`src/rtl/ours_axi4_r_rr_arb_v2.sv`:
```
// Burst-aware round-robin arbiter merging N_INPUT AXI4 R channels onto one master port.
// Optional per-input completed-burst counters are built when OURS_R_ARB_PERF_EN is defined.
module ours_axi4_r_rr_arb_v2 #(
   parameter int N_INPUT        = 4,
   parameter int WIDTH          = 64,
   parameter int RLAST_POSITION = 0,
   parameter int LOCK_BURST     = 1,
   parameter int OUT_REG        = 1,
   parameter int CNT_WIDTH      = 16
) (
   input  logic                                 clk,
   input  logic                                 rst,
   input  logic [N_INPUT-1:0]                   slave_rvld,
   input  logic [N_INPUT-1:0][WIDTH-1:0]        slave_r,
   output logic [N_INPUT-1:0]                   slave_rrdy,
   output logic                                 master_rvld,
   output logic [WIDTH-1:0]                     master_r,
   input  logic                                 master_rrdy,
   output logic                                 clk_en,
   output logic [N_INPUT-1:0][CNT_WIDTH-1:0]    burst_cnt
);

   localparam int IDX_W = (N_INPUT > 1) ? $clog2(N_INPUT) : 1;

   logic             lock;
   logic [IDX_W-1:0] lock_idx;
   logic [IDX_W-1:0] ptr;
   logic [IDX_W-1:0] win_idx;
   logic             win_vld;
   logic [WIDTH-1:0] win_r;
   logic             win_last;
   logic             acc;
   logic             xfer;
   logic             fifo_full;
   logic             fifo_empty;

   // NOTE: every output of a combinational block gets a default first, so no path can infer a latch.
   always_comb begin : winner_sel
      int               cand;
      logic [IDX_W-1:0] cidx;
      cand    = 0;
      cidx    = '0;
      win_idx = '0;
      win_vld = 1'b0;
      if (lock) begin
         win_idx = lock_idx;
         win_vld = slave_rvld[lock_idx];
      end else begin
         // Scan from the far end back towards ptr so the nearest requester is written last.
         for (int k = N_INPUT - 1; k >= 0; k--) begin
            cand = int'(ptr) + k;
            if (cand >= N_INPUT) cand = cand - N_INPUT;
            cidx = IDX_W'(cand);
            if (slave_rvld[cidx]) begin
               win_idx = cidx;
               win_vld = 1'b1;
            end
         end
      end
   end

   assign win_r    = slave_r[win_idx];
   assign win_last = win_r[RLAST_POSITION];
   assign acc      = (OUT_REG != 0) ? ~fifo_full : master_rrdy;
   assign xfer     = win_vld & acc & ~rst;
   assign clk_en   = rst | (|slave_rvld) | lock | ~fifo_empty;

   always_comb begin
      slave_rrdy = '0;
      if (win_vld && !rst) slave_rrdy[win_idx] = acc;
   end

   // NOTE: sequential state uses non-blocking assignments so every register samples pre-edge values.
   always_ff @(posedge clk or posedge rst) begin
      if (rst) begin
         lock     <= 1'b0;
         lock_idx <= '0;
         ptr      <= '0;
      end else if (xfer && N_INPUT > 1) begin
         if (LOCK_BURST != 0 && !win_last) begin
            lock     <= 1'b1;
            lock_idx <= win_idx;
         end else begin
            lock <= 1'b0;
            ptr  <= (win_idx == IDX_W'(N_INPUT - 1)) ? '0 : win_idx + IDX_W'(1);
         end
      end
   end

   if (OUT_REG != 0) begin : g_fifo
      logic [WIDTH-1:0] mem [2];
      logic             wr_ptr;
      logic             rd_ptr;
      logic [1:0]       count;
      logic             pop;

      assign pop = (count != 2'd0) & master_rrdy;

      // NOTE: payload storage has no reset; an entry is only visible once count says it was written.
      always_ff @(posedge clk) begin
         if (xfer) mem[wr_ptr] <= win_r;
      end

      always_ff @(posedge clk or posedge rst) begin
         if (rst) begin
            wr_ptr <= 1'b0;
            rd_ptr <= 1'b0;
            count  <= 2'd0;
         end else begin
            if (xfer) wr_ptr <= ~wr_ptr;
            if (pop)  rd_ptr <= ~rd_ptr;
            count <= count + 2'(xfer) - 2'(pop);
         end
      end

      assign fifo_full   = (count == 2'd2);
      assign fifo_empty  = (count == 2'd0);
      assign master_rvld = ~fifo_empty;
      assign master_r    = mem[rd_ptr];
   end else begin : g_pass
      assign fifo_full   = 1'b0;
      assign fifo_empty  = 1'b1;
      assign master_rvld = win_vld & ~rst;
      assign master_r    = win_r;
   end

`ifdef OURS_R_ARB_PERF_EN
   logic [N_INPUT-1:0][CNT_WIDTH-1:0] cnt;

   always_ff @(posedge clk or posedge rst) begin
      if (rst) begin
         cnt <= '0;
      end else if (xfer && win_last && cnt[win_idx] != '1) begin
         cnt[win_idx] <= cnt[win_idx] + CNT_WIDTH'(1);
      end
   end

   assign burst_cnt = cnt;
`else
   assign burst_cnt = '0;
`endif

endmodule

```
`config.mk`:
```
export PLATFORM = sky130hd
export DESIGN_NAME = ours_axi4_r_rr_arb_v2
export DESIGN_NICKNAME = d
export VERILOG_FILES = /design/src/rtl/ours_axi4_r_rr_arb_v2.sv
export SDC_FILE = /design/constraint.sdc
export NUM_CORES = 1
export LEC_CHECK = 0
export ABC_AREA = 1
export BUFFER_PORTS_ARGS = -buffer_cell sky130_fd_sc_hd__buf_2
export CORE_AREA = 2 2 156 158
export DETAILED_ROUTE_END_ITERATION = 7
export DIE_AREA = 0 0 158 160
export SYNTH_ARGS = -nofsm -noshare
export SYNTH_HDL_FRONTEND = slang
export SYNTH_SLANG_ARGS = --single-unit
export TNS_END_PERCENT = 20
```
`constraint.sdc`:
```
create_clock -name clk -period 6.5 [get_ports clk]
set_input_delay 0 -clock clk [delete_from_list [all_inputs] [get_ports clk]]
set_output_delay 0 -clock clk [all_outputs]
set_load 0.01 [all_outputs]
```
==> results by group, run 1 <==
Timing
  – F_max: 242.4 MHz
  – Worst-margin pin slew: 1.179 ns
  – Crit path time final: 4.126 ns
  – Final hold vios: 0
  – Tcrit/Tclk final: 0.6347
  – Clk_skew: 0.01251 ns
  – Hold WS: 0.004084 ns
  – Sum Neg Setup Slack: 0 ns
  – # setup viols final: 0
  – Max Slew Vio Count: 0
  – Relative slew slack: 0.2128
  – Unrepaired setup endpoints after global routing: false

Critical path
  – Reg2reg end: g_fifo.mem[1][13]
  – Buf/Inv on CP: 4
  – Req. time, crit path: 6.78 ns
  – CP max stage cell: buf_4
  – R2R Path Start: ptr[0]
  – Startpoint Class: flip-flop
  – CP cell instances: inv_1 -> nand2_1 -> nand3_1 -> nand2_1 -> nand3_2 -> nand3_1 -> nand2_2 -> nand2_4 -> nand2_4 -> inv_4 -> buf_4 -> o21ai_0 -> o22ai_1 -> dlygate4sd3_1
  – Crit end category: flip-flop
  – Worst Path Max Fanout: 103
  – Worst endpoint data arrival time: 4.41 ns
  – Setup CP Type: flip-flop to flip-flop
  – Worst setup path startpoint: ptr[0]
  – Crit path capture: g_fifo.mem[1][13]
  – Crit. path cell count: 14
  – R2R depth: 14
  – Flop2flop setup slack: 2.37 ns
  – Crit-path leading delay family: buffers and inverters
  – Max stage delay on crit path: 0.79 ns

Job
  – Max cap viols: 0

Synth
  – Post-synthesis sequential area ratio: 0.5284
  – Ys flop type: edfxtp_1
  – Post-synthesis adder-cell area fraction: 0.004874
  – Simple logic cell fraction of the synthesized area: 0.2011
  – Post-Synth XOR/XNOR Area: 0.004549
  – Number of enable flip-flop cells after synthesis: 128
  – Cells after Synth: 884
  – Mux contribution to synthesized area: 0
  – Yosys warnings: 0
  – Main combinational cell family by area after synthesis: simple AND/OR/NAND/NOR gates
  – Yosys reg bits: 137
  – Yosys top cell area share: 0.4991
  – Asr flop ratio synth: 0.06569
  – Synth Area in Compound Gates: 0.1389
  – Largest area contributor in the netlist: edfxtp_1
  – Synthesized area per cell: 8.712 µm²
  – Ranking of synthesized cells by area: edfxtp_1 50%, nand2_1 11%, nor2_1 6.6%
  – Top-count cell post-synth: nand2_1
  – Netlist Area Pre-Place: 7701 µm²
  – Post-synth cell types: 30
  – Commonest cells in the netlist: 228 x nand2_1, 136 x nor2_1, 128 x edfxtp_1, 83 x o21ai_0, 67 x buf_4

Placed design
  – DP HPWL: 16.09 mm
  – Placed cell area: 9229 µm²
  – Gpl congestion: 0.7912
  – PortBufs: 332

Die
  – Cell Rows: 57
  – Starting Density: 0.3233
  – Die height: 160 µm
  – Die area: 25280 µm²
  – CORE AREA: 23820 µm²
  – Die width: 158 µm
  – # IOs: 397

Route
  – Post-route ant nets: 0
  – Vias: 7148
  – DR pass1 iterations: 5
  – Routed WL: 23.20 mm
  – Initial drt markers: 419
  – Wire per inst: 15.03 µm
  – Drc violations: 0
  – Vias per cell: 4.630

CTS
  – Clock-pin slew on the worst setup and hold paths: 0.06 ns
  – Clock Sink Count: 137
  – Clk Latency, worst-skew pair: 0.42 ns
  – CTS root buffer: clkbuf_16
  – TritonCTS Buffers: 17
  – Max clock buf depth: 2
  – H-tree levels: 4
  – CTS tree: done

GRT
  – Global Route Usage Sum: 0.1805
  – First-pass GRT wire length: 34.97 mm
  – Vias in the first global route: 6563
  – Total congestion overflow: 0
  – Maximum number of pins on one net before global-route repair: 104
  – Antenna violations before repair: 3

Power
  – Peak supply drop: 0.4376 mV
  – Tot Pwr: 5.990 mW
  – PD cells: 593.9 nW/µm²
  – Lkg Pwr: 4.623 nW

Finish
  – Area Growth Syn to Fin: 30.97%
  – Share of post-route cells with drive strength above 1: 0.3114
  – Final nets: 1471
  – Design area: 10090 µm²

Worst hold path
  – Worst min-delay path class: input port to flip-flop

Run status
  – Status: finished, final reports clean
-- area by class of cell --
class / count / area, µm²
tap: 324 / 405.4
inverter: 24 / 92.59
fill: 2398 / 13730
clock buffer: 17 / 425.4
antenna: 3 / 7.507
timing repair buffer: 361 / 1934
multi-input combinational: 664 / 2947
clock inverter: 14 / 203.9
sequential: 137 / 4070
-- routing by layer --
metal	part of all wire	GRT usage	up-vias
li1	-	-	3529
met1	0.43	0.2247	3319
met2	0.50	0.3067	277
met3	0.062	0.03989	23
met4	0.014	0.06429	0
met5	0	0	-
-- metrics by stage --
step	setup WS (ns)	util	instances
after global routing	1.936	0.4234	1544
after floorplan	2.145	-	947
after CTS	2.458	0.4231	1541
after detailed placement	2.638	0.3874	1488
after global placement	2.768	0.3874	1488
final	2.374	0.4234	1544
-- timing repair --
item	CTS	global route
hold buffers	22	0
endpoints found under the hold margin	40	0
gates resized for setup	0	0
setup endpoints to repair	0	0
buffers inserted	0	0
-- worst min-delay path by stage --
stage,cells past startpoint,startpoint,slack (ns),endpoint
4_1_cts,3,slave_r[107],0.0006,g_fifo.mem[1][43]
2_1_floorplan,1,rst,-0.16,g_fifo.count[0]
6_report,3,slave_r[51],0.004,g_fifo.mem[0][51]
3_3_place_gp,2,rst,0.009,g_fifo.count[0]
3_5_place_dp,2,rst,0.01,g_fifo.count[0]
5_1_grt,3,slave_r[15],0.004,g_fifo.mem[0][15]
-- power breakdown --
| group | total (mW) | switching [mW] | internal (mW) |
|---|---|---|---|
| clock network | 1.03 | 0.358 | 0.674 |
| registers | 1.78 | 0.100 | 1.68 |
| logic | 3.18 | 2.21 | 0.970 |
| total | 5.99 | 2.67 | 3.32 |
-- tightest hold or removal path: stages --
cell and delay, ns:
buf_2 0.08, nor2_1 0.04, o22ai_1 0.16
-- flip-flops by register name, indices dropped and copies added (netlist names) --
register / count
g_fifo.mem: 128
g_fifo.count: 2
lock_idx: 2
ptr: 2
g_fifo.rd_ptr: 1
g_fifo.wr_ptr: 1
lock: 1
-- layout by cell type (no fill, tap or decap), drive strengths merged --
cell type | netlist | layout
buf | 99 | 339
nand2 | 232 | 232
nor2 | 136 | 136
o21ai | 130 | 130
edfxtp | 128 | 128
conb | 1 | 64
o22ai | 63 | 63
inv | 24 | 25
nand3 | 24 | 24
dlygate4sd3 | 0 | 22
clkbuf | 23 | 17
dfrtp | 9 | 9
clkinv | 0 | 7
bufinv | 0 | 5
diode | 0 | 3
xnor2 | 3 | 3
ha | 3 | 3
nor3 | 2 | 2
a21oi | 2 | 2
a2111oi | 1 | 1
or2 | 1 | 1
a31oi | 1 | 1
nand4 | 1 | 1
xor2 | 1 | 1
clkinvlp | 0 | 1
-- logic make-up after synthesis --
| family | count (synthesis) |
|---|---|
| adders and majority gates | 3 |
| buffers and inverters | 146 |
| xor gates and xnor gates | 4 |
| other | 1 |
| DFF | 137 |
| and+or+nand+nor | 396 |
| AOI/OAI and AO/OA | 197 |
Power figures use the tool's default switching activity.
==> run 2, diff against run 1 <==
- CORE_AREA: 2 2 156 158 -> 2 2 153 155
- DIE_AREA: 0 0 158 160 -> 0 0 155 157
- clock period: 6.5 -> 3.8 ns (I/O delays scaled with it)
==> run 2 against run 1 <==
Sequential power grew 71%. Largest power group unchanged. Clock power up 51%. Final cell count is 1.1% lower. Flip-flop and latch count unchanged. Combinational power increased by 78%. First-iteration DRC count up 18%.
==> results by group, run 2 (same netlist as run 1, synthesis figures left out) <==
Power
  – Peak supply drop: 0.8431 mV (was 0.4376 mV)
  – Lkg Pwr: 4.693 nW (was 4.623 nW)
  – PD cells: 1003 nW/µm² (was 593.9 nW/µm²)
  – Tot Pwr: 10.25 mW (was 5.990 mW)

Finish
  – Area Growth Syn to Fin: 32.72% (was 30.97%)
  – Max reg flops: 128 (unchanged)
  – Most frequent cells in the layout: 332 x buf_2, 228 x nand2_1, 134 x nor2_1, 128 x edfxtp_1, 83 x o21ai_0 (unchanged)
  – Share of post-route cells with drive strength above 1: 0.3113 (was 0.3114)
  – Fillers: 2224 (was 2398)
  – Final core occ: 0.4542 (was 0.4234)
  – Commonest non-fill, non-tap cell in the layout: buf_2 (unchanged)
  – Final nets: 1493 (was 1471)
  – Top reg by flops: g_fifo.mem (unchanged)

Timing
  – Unrepaired setup endpoints after global routing: false (unchanged)
  – # setup viols final: 0 (unchanged)
  – Max Slew Vio Count: 0 (unchanged)
  – Tcrit/Tclk final: 0.8340 (was 0.6347)
  – Worst-margin pin slew: 0.7778 ns (was 1.179 ns)
  – Clk_skew: 0.01027 ns (was 0.01251 ns)
  – Final hold vios: 0 (unchanged)
  – Relative slew slack: 0.4807 (was 0.2128)
  – Crit path time final: 3.169 ns (was 4.126 ns)
  – F_max: 315.5 MHz (was 242.4 MHz)

Critical path
  – Reg2reg end: g_fifo.mem[0][44] (was g_fifo.mem[1][13])
  – R2R depth: 14 (unchanged)
  – Worst setup path startpoint: ptr[0] (unchanged)
  – Setup CP Type: flip-flop to flip-flop (unchanged)
  – Crit end category: flip-flop (unchanged)
  – Req. time, crit path: 4.08 ns (was 6.78 ns)
  – Worst endpoint data arrival time: 3.45 ns (was 4.41 ns)
  – Startpoint Class: flip-flop (unchanged)
  – Worst Path Max Fanout: 36 (was 103)
  – Flop2flop setup slack: 0.63 ns (was 2.37 ns)
  – R2R Path Start: ptr[0] (unchanged)
  – Crit path capture: g_fifo.mem[0][44] (was g_fifo.mem[1][13])

Die
  – # IOs: 397 (unchanged)
  – Starting Density: 0.3422 (was 0.3233)
  – CORE AREA: 22500 µm² (was 23820 µm²)
  – Cell Rows: 55 (was 57)
  – Die area: 24340 µm² (was 25280 µm²)
  – Die height: 157 µm (was 160 µm)
  – Die width: 155 µm (was 158 µm)

Placed design
  – DP HPWL: 16.30 mm (was 16.09 mm)
  – PortBufs: 332 (unchanged)
  – Gpl congestion: 0.8630 (was 0.7912)

GRT
  – Antenna violations before repair: 3 (unchanged)
  – Global Route Usage Sum: 0.1922 (was 0.1805)
  – Vias in the first global route: 6797 (was 6563)
  – Total congestion overflow: 0 (unchanged)
  – Maximum number of pins on one net before global-route repair: 133 (was 104)
  – First-pass GRT wire length: 36.00 mm (was 34.97 mm)

CTS
  – Clock Sink Count: 137 (unchanged)
  – CTS tree: done (unchanged)
  – Clock-pin slew on the worst setup and hold paths: 0.06 ns (about the same)
  – Clk Latency, worst-skew pair: 0.42 ns (about the same)
  – TritonCTS Buffers: 17 (unchanged)
  – Max clock buf depth: 2 (unchanged)
  – CTS root buffer: clkbuf_16 (unchanged)
  – H-tree levels: 4 (unchanged)

Route
  – Routed WL: 24.06 mm (was 23.20 mm)
  – Vias: 7287 (was 7148)
  – Drc violations: 0 (unchanged)
  – DR pass1 iterations: 5 (unchanged)
  – Post-route ant nets: 0 (unchanged)
  – Vias per cell: 4.772 (was 4.630)
  – Initial drt markers: 494 (was 419)
  – Wire per inst: 15.76 µm (was 15.03 µm)

Job
  – Max cap viols: 0 (unchanged)

Worst hold path
  – Worst min-delay path class: input port to flip-flop (unchanged)
  – Hold Crit Depth: 3 (unchanged)

Run status
  – Status: finished, final reports clean (unchanged)
[run 2: area by class of cell]
class | instances | area [µm²] | area share
antenna | 2 | 5.005 | 0.0004897
clock buffer | 19 | 432.9 | 0.04236
clock inverter | 13 | 122.6 | 0.01200
inverter | 24 | 92.59 | 0.009059
multi-input combinational | 664 | 2947 | 0.2883
sequential | 137 | 4070 | 0.3982
tap | 285 | 356.6 | 0.03489
timing repair buffer | 383 | 2195 | 0.2147
[run 2: what timing repair did]
item,in CTS,in global routing
setup buffers,0,0
hold buffers,40,0
endpoints found under the hold margin,64,0
resized for setup,0,0
[run 2: power by group]
part	internal (mW)	switching [mW]
Combinational	1.86	3.79
Clock	0.905	0.651
Sequential	2.87	0.173
Total	5.63	4.61
[run 2: metrics by stage]
step           hold WS, ns  instances  cell area (µm²)  worst slack [ns]  setup TNS, ns
5_1_grt           0.006751       1527            10220            0.3648              0
3_5_place_dp       0.01643       1453             9260             1.172              0
2_1_floorplan      -0.1639        947             7940           -0.5337         -34.16
6_report           0.01660       1527            10220            0.6308              0
4_1_cts          0.0004826       1525            10220            0.7011              0
3_3_place_gp       0.01675       1453             9260             1.276              0
[run 2: layer usage]
metal / share of wire / GRT usage
met5: 0.00054 / 0
met4: 0.020 / 0.07231
met3: 0.056 / 0.03937
met2: 0.50 / 0.3325
met1: 0.42 / 0.2373
[run 2: worst min-delay path by stage]
stage                            start                 to
final                      slave_r[90]  g_fifo.mem[0][26]
after global routing      slave_r[110]  g_fifo.mem[0][46]
after CTS                 slave_r[195]   g_fifo.mem[1][3]
after detailed placement           rst    g_fifo.count[0]
after global placement             rst    g_fifo.count[0]
after floorplan                    rst    g_fifo.count[0]
[run 2: worst max-delay path, stage by stage, from the launching register on]
cell,delay [ns]
dfrtp_1,0.54
inv_1,0.17
nand2_1,0.14
nand3_1,0.10
nand2_1,0.11
nand3_2,0.07
nand3_1,0.09
nand2_2,0.07
nand2_4,0.10
nand2_4,0.07
inv_4,0.26
buf_4,0.43
nor2_1,0.08
o22ai_1,0.19
dlygate4sd3_1,0.59
